<file path="src/rtl/lsu_byte_sequencer.sv">
// Byte-serial load/store sequencer between EX/MEM and a byte-wide synchronous-read memory.
// Each request becomes 1, 2 or 4 consecutive byte accesses; the pipeline is stalled until done.
module lsu_byte_sequencer #(
  parameter int DEPTH  = 128,
  parameter int ADDR_W = $clog2(DEPTH)
) (
  input  logic              clk,
  input  logic              rst_n,
  input  logic              MemRead,
  input  logic              MemWrite,
  input  logic [2:0]        inst,
  input  logic [31:0]       addr,
  input  logic [31:0]       WriteData,
  output logic              stall,
  output logic              done,
  output logic              err,
  output logic [31:0]       ReadData,
  output logic              mem_en,
  output logic              mem_we,
  output logic [ADDR_W-1:0] mem_addr,
  output logic [7:0]        mem_wdata,
  input  logic [7:0]        mem_rdata
);

  typedef enum logic [1:0] {IDLE, ACCESS, DRAIN, DONE} state_t;

  state_t              state_reg;
  logic [2:0]          k_reg;
  logic [2:0]          n_reg;
  logic                is_load_reg;
  logic [2:0]          f3_reg;
  logic [ADDR_W-1:0]   base_reg;
  logic [31:0]         wd_reg;
  logic [31:0]         assy_reg;
  logic                done_reg;
  logic                err_reg;
  logic [31:0]         rdata_reg;
  logic                mem_en_reg;
  logic                mem_we_reg;
  logic [ADDR_W-1:0]   mem_addr_reg;
  logic [7:0]          mem_wdata_reg;

  logic                req;
  logic [2:0]          req_n;
  logic                legal;
  logic [32:0]         last_addr;
  logic                oob;
  logic                req_err;
  logic [2:0]          k_inc;
  logic [ADDR_W-1:0]   nxt_addr;
  logic [7:0]          nxt_byte;
  logic [31:0]         cap;
  logic [31:0]         ext;

  assign req = MemRead | MemWrite;

  always_comb begin
    req_n = 3'd0;
    case (inst)
      3'b000, 3'b100: req_n = 3'd1;
      3'b001, 3'b101: req_n = 3'd2;
      3'b010:         req_n = 3'd4;
      default:        req_n = 3'd0;
    endcase
  end

  // Unsigned variants (inst[2]=1) exist only for loads.
  always_comb begin
    legal = 1'b0;
    if (MemRead && !MemWrite)
      legal = (req_n != 3'd0);
    else if (MemWrite && !MemRead)
      legal = (req_n != 3'd0) && !inst[2];
  end

  // 33-bit sum so an address near 2^32 cannot wrap back into range.
  assign last_addr = {1'b0, addr} + 33'(req_n) - 33'd1;
  assign oob       = last_addr >= 33'(DEPTH);
  assign req_err   = !legal || oob;

  assign k_inc    = k_reg + 3'd1;
  assign nxt_addr = base_reg + ADDR_W'(k_inc);
  assign nxt_byte = 8'(wd_reg >> {k_inc, 3'b000});

  // The byte returned this cycle belongs to lane k-1 (issued one cycle earlier).
  generate
    for (genvar gi = 0; gi < 4; gi++) begin : g_lane
      assign cap[8*gi +: 8] = (k_reg == 3'(gi + 1)) ? mem_rdata : assy_reg[8*gi +: 8];
    end
  endgenerate

  always_comb begin
    ext = cap;
    case (f3_reg)
      3'b000:  ext = {{24{cap[7]}}, cap[7:0]};
      3'b001:  ext = {{16{cap[15]}}, cap[15:0]};
      3'b100:  ext = {24'd0, cap[7:0]};
      3'b101:  ext = {16'd0, cap[15:0]};
      default: ext = cap;
    endcase
  end

  always_ff @(posedge clk or negedge rst_n) begin
    if (!rst_n) begin
      state_reg     <= IDLE;
      k_reg         <= 3'd0;
      n_reg         <= 3'd0;
      is_load_reg   <= 1'b0;
      f3_reg        <= 3'd0;
      base_reg      <= '0;
      wd_reg        <= 32'd0;
      assy_reg      <= 32'd0;
      done_reg      <= 1'b0;
      err_reg       <= 1'b0;
      rdata_reg     <= 32'd0;
      mem_en_reg    <= 1'b0;
      mem_we_reg    <= 1'b0;
      mem_addr_reg  <= '0;
      mem_wdata_reg <= 8'd0;
    end else begin
      case (state_reg)
        IDLE: begin
          if (req) begin
            f3_reg      <= inst;
            is_load_reg <= MemRead & ~MemWrite;
            n_reg       <= req_n;
            base_reg    <= addr[ADDR_W-1:0];
            wd_reg      <= WriteData;
            k_reg       <= 3'd0;
            assy_reg    <= 32'd0;
            if (req_err) begin
              state_reg <= DONE;
              done_reg  <= 1'b1;
              err_reg   <= 1'b1;
            end else begin
              // First byte is presented in the very next cycle.
              state_reg     <= ACCESS;
              mem_en_reg    <= 1'b1;
              mem_we_reg    <= MemWrite;
              mem_addr_reg  <= addr[ADDR_W-1:0];
              mem_wdata_reg <= MemWrite ? WriteData[7:0] : 8'd0;
            end
          end
        end
        ACCESS: begin
          if (k_reg != 3'd0)
            assy_reg <= cap;
          k_reg <= k_inc;
          if (k_inc == n_reg) begin
            mem_en_reg    <= 1'b0;
            mem_we_reg    <= 1'b0;
            mem_addr_reg  <= '0;
            mem_wdata_reg <= 8'd0;
            if (is_load_reg) begin
              state_reg <= DRAIN;
            end else begin
              state_reg <= DONE;
              done_reg  <= 1'b1;
            end
          end else begin
            mem_addr_reg  <= nxt_addr;
            mem_wdata_reg <= is_load_reg ? 8'd0 : nxt_byte;
          end
        end
        DRAIN: begin
          assy_reg  <= cap;
          rdata_reg <= ext;
          done_reg  <= 1'b1;
          state_reg <= DONE;
        end
        DONE: begin
          done_reg  <= 1'b0;
          err_reg   <= 1'b0;
          rdata_reg <= 32'd0;
          state_reg <= IDLE;
        end
        default: state_reg <= IDLE;
      endcase
    end
  end

  assign stall     = rst_n & (((state_reg == IDLE) & req) | (state_reg == ACCESS) | (state_reg == DRAIN));
  assign done      = done_reg;
  assign err       = err_reg;
  assign ReadData  = rdata_reg;
  assign mem_en    = mem_en_reg;
  assign mem_we    = mem_we_reg;
  assign mem_addr  = mem_addr_reg;
  assign mem_wdata = mem_wdata_reg;

endmodule

</file>
<file path="config.mk">
export PLATFORM = sky130hd
export DESIGN_NAME = lsu_byte_sequencer
export DESIGN_NICKNAME = d
export VERILOG_FILES = /design/src/rtl/lsu_byte_sequencer.sv
export SDC_FILE = /design/constraint.sdc
export NUM_CORES = 1
export LEC_CHECK = 0
export ABC_AREA = 1
export CORE_MARGIN = 2
export CORE_UTILIZATION = 55
export DETAILED_ROUTE_END_ITERATION = 8
export GPL_ROUTABILITY_DRIVEN = 0
export GPL_TIMING_DRIVEN = 0
export PLACE_DENSITY = 0.83
export SETUP_SLACK_MARGIN = 0.5
export SLEW_MARGIN = 20
export SYNTH_ARGS = -nofsm -noshare
export SYNTH_HDL_FRONTEND = slang
export SYNTH_SLANG_ARGS = --single-unit
</file>
<file path="constraint.sdc">
create_clock -name clk -period 7.8 [get_ports clk]
set_input_delay 1.56 -clock clk [delete_from_list [all_inputs] [get_ports clk]]
set_output_delay 1.56 -clock clk [all_outputs]
set_load 0.05 [all_outputs]
</file>
==> results.rst, run 1 <==
.. list-table::
   :header-rows: 1

   * - Metric
     - Value
   * - Number of buffers inserted by post-CTS setup repair
     - 0
   * - Cell Pwr Density
     - 371 nW/µm²
   * - DRT Pass-1 Iters
     - 5
   * - Hold path depth
     - 2
   * - Number of remaining DRC errors
     - 0
   * - Minimum period implied by the final worst setup slack
     - 5.43 ns
   * - Post-DR vias/cell
     - 5.53
   * - Aggregate global routing overflow
     - 0
   * - Number of max-slew violations in the final report
     - 0
   * - Final non-filler cell total
     - between 1500 and 2000
   * - Layer with the highest usage after global routing
     - met2
   * - Core region area
     - 16400 µm²
   * - Net switching component of the power
     - 2.03 mW
   * - Number of clock sinks
     - 134
   * - Number of H-tree levels
     - 4
   * - Wire length of the first global-routing pass
     - approximately 43000 µm
   * - Final clock period utilization by the worst path
     - 69.7%
   * - Relative contribution of the clock network to total power
     - 19.1%
   * - Iteration-0 DRC count of the detailed router
     - 776
   * - Leading cell type by number of instances after synthesis
     - nand2_1
   * - Largest fanout on the critical path
     - 10
   * - Number of hold-repair buffers added at the cts stage
     - 0
   * - Async S/R FF share, synth
     - 100%
   * - Count of endpoints failing hold in the final timing report
     - 0
   * - Unrepaired setup endpoints after global routing
     - false
   * - Sequential-to-total area share from yosys stat
     - 36.7%
   * - Leading register cell type out of synthesis
     - dfrtp_1
   * - Startpoint types
     - input port
   * - Number of max-cap violations
     - 0
   * - Design internal power
     - 2.18 mW
   * - Outcome
     - finished, final reports clean
   * - TritonCTS buffer count
     - 17
   * - Die extent in x
     - 133 µm
   * - Instance area after placement
     - 10800 µm²
   * - Kind of cell adding the most delay to the critical path
     - buffers and inverters
   * - Synth warnings
     - 0
   * - Main area contributors after synthesis
     - dfrtp_1 (37%), nand2_1 (18%), inv_1 (7.6%)
   * - Slew of the pin with the lowest slew margin
     - 0.905 ns
   * - Hold crit path type
     - reg -> reg
   * - Number of synthesized flops with an enable pin
     - 0
   * - Global routing met1 resource utilization
     - 37.4%
   * - Final cell area excluding filler cells
     - 11400 µm²
   * - Data arrival at the endpoint of the critical path
     - 3.87 ns
   * - Met2 demand-to-capacity share in global routing
     - between 50% and 60%
   * - Via count of the routed design
     - roughly 9600
   * - Met3 usage
     - under 10%
   * - Data required time at the worst endpoint
     - 6.24 ns
   * - Worst rel slew slack
     - a little under 40%
   * - CTS tree
     - done
   * - Post-DR wirelength/cell
     - between 10 and 15 µm
   * - Cell type with the highest aggregate area in the netlist
     - dfrtp_1
   * - Post-synth cell types
     - 40
   * - Total buffers and inverters traversed by the critical path
     - 4
   * - Highest attainable clock frequency
     - 184 MHz
   * - Placed Cells
     - 1713
   * - Pin count of the biggest net entering global routing
     - 88
   * - Post-Synthesis Cell Area
     - 9150 µm²
   * - Number of nets produced by synthesis
     - 1490
   * - Mapped Cells
     - ~1400
   * - Worst supply voltage drop on vdd
     - 0.000211 V
   * - Die area
     - between 15000 and 20000 µm²
   * - Clock skew
     - 0.00857 ns
   * - Post-Route WL
     - 25600 µm
   * - Hold slack
     - 0.479 ns
   * - R2R cell count
     - 13
   * - Layout cells sized above 1
     - between 3 and 4%
   * - Clock latency reported for the late side of the worst-skew pair
     - 0.43 ns
   * - Post-synthesis area per instance
     - 6.72 µm²
   * - Seq cells post-synth
     - about 130
   * - Number of nets in the finished design
     - between 1500 and 2000
   * - Total leakage power
     - 5.74 nW
   * - Switching portion of total power
     - 48.3%
   * - Largest stage delay on the critical path
     - 0.85 ns
   * - Half-perimeter wire length of the detailed placement result
     - 19000 µm
   * - Fraction of power consumed by sequential logic
     - between 20% and 30%
   * - Antenna violations before repair
     - 0
   * - Crit path depth
     - 7
   * - Initial Utilization
     - a little under three fifths
   * - Slowest library cell on the worst path
     - clkdlybuf4s50_1
   * - Post-synth top area share
     - a little over a third
   * - ANT nets after route
     - 0
   * - Via count of the first global-routing pass
     - 9409
   * - Root cell of the clock tree
     - clkbuf_16
   * - Clock buffer depth
     - 2
   * - Tot GR Track Use
     - 29.9%
   * - Comb power frac
     - 53.3%
   * - Std-Cell Rows
     - 47
   * - Critical-path cell list
     - clkdlybuf4s50_1, inv_1, nand2_1, nand2_1, clkbuf_1, a31oi_1, clkdlybuf4s50_1
   * - Die Y-Extent
     - 133 µm
   * - Critical path capture point type
     - output pin
   * - Clock transition at the registers of the reported paths
     - 0.06 ns
   * - Number of I/O pins
     - 131
   * - Number of antenna diodes
     - 0
   * - Post_cts resized
     - 0
   * - Port Buf Inserts
     - 130
   * - Commonest cells in the netlist
     - nand2_1 (431), inv_1 (185), dfrtp_1 (134)
   * - PnR Total Power
     - 4.21 mW
   * - Critical path class
     - in -> out
   * - Synthesis-to-layout area growth
     - 24.1%
   * - Setup-failing EPs final
     - 0
## stage by stage
| step | setup WS [ns] | TNS, ns | util [%] |
|---|---|---|---|
| after global routing | 2.23 | 0 | 69.2 |
| after detailed placement | 2.40 | 0 | 65.6 |
| after CTS | 2.39 | 0 | 69.2 |
| after global placement | -1.53 | -8.08 | 65.4 |
| final | 2.37 | 0 | 69.2 |
| after floorplan | 3.47 | 0 | - |
## power groups by stage
stage / combinational [mW] / sequential [mW] / clock, mW
floorplan: 1.19 / 1.46 / 0
global placement: 2.13 / 1.15 / 0
detailed placement: 2.19 / 1.16 / 0
CTS: 2.22 / 1.15 / 0.804
global route: 2.47 / 1.18 / 0.839
finish: 2.25 / 1.16 / 0.806
## routing by layer
metal / wire (µm) / share of wire (%)
met4: 862 / 3.4
met2: 12300 / 48
met5: 0 / 0
met1: 10500 / 41
met3: 1910 / 7.5
## tightest hold or removal path, delay by kind of cell, from the launching register on
kind	cells	cell delay (ns)
DFF	1	0.34
and+or+nand+nor	2	0.10
## worst paths after layout
check	start	to	slack [ns]
setup reg to reg	k_reg[0]	mem_addr[6]	3.52
max in group asynchronous	rst_n	ReadData[5]	6.01
min in group asynchronous	rst_n	base_reg[4]	1.03
hold / removal	done	done	0.48
hold reg to reg	done	done	0.48
setup / recovery	MemWrite	stall	2.37
## cell usage in the layout, fill, tap and decap left out, drive strengths merged
cell,count
nand2,440
inv,189
dfrtp,134
clkdlybuf4s50,129
o21ai,122
nor2,121
nand3,117
clkbuf,57
a21oi,48
ha,47
o22ai,24
o31ai,14
nand4,14
nor3,14
xnor2,8
buf,8
clkinv,7
nand3b,6
clkinvlp,5
xor2,4
or2,3
a31oi,2
o21bai,2
o21a,2
fa,2
bufinv,2
a21boi,1
nand2b,1
o2bb2ai,1
and2,1
## final cells by class
class	count	area, µm²
Tap cell	220	275
Fill cell	1354	5060
Timing Repair Buffer	131	1330
Clock inverter	10	120
Multi-Input combinational cell	994	4890
Inverter	193	724
Clock buffer	22	474
Buffer	41	175
Sequential cell	134	3350
## cells by family (layout without fill, tap and decap cells)
family,after synthesis,after routing,synth area share [%]
simple gates,717,717,32.7
buf+inv,234,397,9.83
xor+xnor,12,12,1.15
compound gates,216,216,12.8
fa+ha+maj,49,49,6.87
flops,134,134,36.7
(Power assumes the default switching activity.)
==> run 2, diff against run 1 <==
Clock period 7.8 ns to 5.1 ns, I/O delays scaled along.
==> run 2 against run 1 <==
  * Clock power up 53%
  * Non-clock buffer count increased by 2
  * Via count fell by 0.10%
  * Largest power group unchanged
  * Critical path depth did not move
  * Combinational power increased by 53%
  * Clock skew down 0.00070 ns
  * First-iteration DRC count fell by 4.8%
  * Cell count up 0.11%
  * Core utilization rose by 0.21 points
  * Die area is the same
  * Sequential cell count is the same
  * Cell area is 0.31% higher
==> results.rst, run 2 (synthesis gave the netlist of run 1 again) <==
.. list-table::
   :header-rows: 1

   * - Metric
     - Value
   * - Critical path class
     - in -> out (unchanged)
   * - Most frequent cells in the layout
     - nand2_1 (430), inv_1 (185), dfrtp_1 (134) (was nand2_1 (431), inv_1 (185), dfrtp_1 (134))
   * - Number of H-tree levels
     - 4 (unchanged)
   * - Minimum period implied by the final worst setup slack
     - 4.37 ns
   * - Data required time at the worst endpoint
     - 4.08 ns (was 6.24 ns)
   * - Worst slack at placement
     - 0.308 ns (was 2.40 ns)
   * - Data arrival at the endpoint of the critical path
     - 3.35 ns (was 3.87 ns)
   * - Beginning of the worst register-to-register path
     - k_reg[0] (unchanged)
   * - Clock skew
     - 0.00787 ns (was 0.00857 ns)
   * - CTS tree
     - done (unchanged)
   * - Via count of the routed design
     - 9639 (was 9649)
   * - Final cell area excluding filler cells
     - 11400 µm² (about the same)
   * - Post-DR vias/cell
     - 5.52 (was 5.53)
   * - Setup-failing EPs final
     - 0 (unchanged)
   * - Number of nets in the finished design
     - 1642 (was 1640)
   * - DRT Pass-1 Iters
     - 5 (unchanged)
   * - Slowest library cell on the worst path
     - clkdlybuf4s50_1 (unchanged)
   * - Critical path capture point type
     - output pin (unchanged)
   * - Clock buffer depth
     - 2 (unchanged)
   * - Largest fanout on the critical path
     - 10 (unchanged)
   * - Via count of the first global-routing pass
     - 9409 (unchanged)
   * - Number of max-slew violations in the final report
     - 0 (unchanged)
   * - Launching instance or port of the critical path
     - MemWrite (unchanged)
   * - Tot GR Track Use
     - 29.9% (unchanged)
   * - Aggregate global routing overflow
     - 0 (unchanged)
   * - Pin count of the biggest net entering global routing
     - 88 (unchanged)
   * - Clock latency reported for the late side of the worst-skew pair
     - 0.43 ns (about the same)
   * - Clock transition at the registers of the reported paths
     - 0.06 ns (about the same)
   * - Count of endpoints failing hold in the final timing report
     - 0 (unchanged)
   * - Iteration-0 DRC count of the detailed router
     - 739 (was 776)
   * - R2R cell count
     - 13 (unchanged)
   * - Total leakage power
     - 5.75 nW (was 5.74 nW)
   * - Slew of the pin with the lowest slew margin
     - 0.922 ns (was 0.905 ns)
   * - Number of clock sinks
     - 134 (unchanged)
   * - Wire length of the first global-routing pass
     - 43300 µm (unchanged)
   * - TritonCTS buffer count
     - 17 (unchanged)
   * - Die Y-Extent
     - 133 µm (unchanged)
   * - Std-Cell Rows
     - 47 (unchanged)
   * - Port Buf Inserts
     - 130 (unchanged)
   * - Worst rel slew slack
     - 37.9% (was 39.0%)
   * - Startpoint types
     - input port (unchanged)
   * - Unrepaired setup endpoints after global routing
     - false (unchanged)
   * - Half-perimeter wire length of the detailed placement result
     - 19000 µm (unchanged)
   * - Layout cells sized above 1
     - 4.06% (was 3.80%)
   * - Core region area
     - 16400 µm² (unchanged)
   * - Number of I/O pins
     - 131 (unchanged)
   * - Number of remaining DRC errors
     - 0 (unchanged)
   * - Highest attainable clock frequency
     - 229 MHz
   * - Outcome
     - finished, final reports clean (unchanged)
   * - Root cell of the clock tree
     - clkbuf_16 (unchanged)
   * - Critical-path cell list
     - clkdlybuf4s50_1, inv_1, nand2_1, nand2_1, clkbuf_1, a31oi_1, clkdlybuf4s50_1 (unchanged)
   * - Hold crit path type
     - in -> async (was reg -> reg)
   * - Synthesis-to-layout area growth
     - 24.5% (was 24.1%)
   * - Initial Utilization
     - 55.8% (unchanged)
   * - Number of hold-repair buffers added at the cts stage
     - 0 (unchanged)
   * - Post-Route WL
     - 25800 µm (was 25600 µm)
   * - Largest stage delay on the critical path
     - 0.85 ns (about the same)
   * - Instance area after placement
     - 10800 µm² (unchanged)
   * - Leading cell type in the layout, fill and taps excluded
     - nand2_1 (unchanged)
   * - Post-DR wirelength/cell
     - 14.8 µm (was 14.7 µm)
   * - Worst supply voltage drop on vdd
     - 0.000325 V (was 0.000211 V)
   * - Cell Pwr Density
     - 567 nW/µm² (was 371 nW/µm²)
   * - Antenna violations before repair
     - 0 (unchanged)
   * - Die area
     - 17700 µm² (unchanged)
   * - Die extent in x
     - 133 µm (unchanged)
   * - Crit path setup slack, layout
     - 0.730 ns (was 2.37 ns)
   * - Number of antenna diodes
     - 0 (unchanged)
   * - Number of max-cap violations
     - 0 (unchanged)
   * - ANT nets after route
     - 0 (unchanged)
   * - Final clock period utilization by the worst path
     - between 80 and 90%
   * - PnR Total Power
     - 6.46 mW (was 4.21 mW)
## run 2: cell type report
class                           count  area, µm²
Buffer                             41        181
Clock buffer                       22        474
Clock inverter                     10        120
Fill cell                        1351       5020
Inverter                          193        724
Multi-Input combinational cell    994       4910
Sequential cell                   134       3350
Tap cell                          220        275
Timing Repair Buffer              133       1350
## run 2: what timing repair did
action                     in CTS  in global routing
buffers inserted                0                  2
setup endpoints to repair       0                 12
resized for setup               0                  6
## run 2: where the power goes
part	leakage, nW	switching, mW	internal, mW
registers	1.75	0.270	1.50
logic	3.73	2.38	1.07
clock network	0.275	0.472	0.760
total	5.75	3.12	3.34
## run 2: layer usage
metal  vias to the layer above  GRT usage (%)  part of all wire [%]
li1                       4682              -                     -
met1                      4435           37.4                    41
met2                       442           51.0                    49
met3                        80           5.13                   7.4
met4                         0           13.1                   3.3
met5                         -              0                     0
## run 2: through the flow
stage	setup TNS [ns]	std cells	utilization [%]	hold slack, ns
finish	0	1747	69.4	0.479
global route	0	1747	69.4	0.501
CTS	0	1745	69.2	0.482
detailed placement	0	1713	65.6	0.463
global placement	-299.14	1712	65.4	0.460
floorplan	0	1362	-	0.444
## run 2: critical path: cells and delay by family
kind	cells	cell delay [ns]
AO/OA/AOI/OAI	1	0.30
buffers and inverters	4	1.77
AND/OR/NAND/NOR	2	0.25
## run 2: path summary, 6_finish.rpt
| path | end | slack [ns] |
|---|---|---|
| worst max-delay path | stall | 0.73 |
| max in group asynchronous | ReadData[5] | 3.88 |
| worst min-delay path | mem_addr[5] | 0.48 |
| min in group clk | done | 0.48 |
| worst max register to register | mem_addr[6] | 0.78 |
| worst min register to register | done | 0.48 |
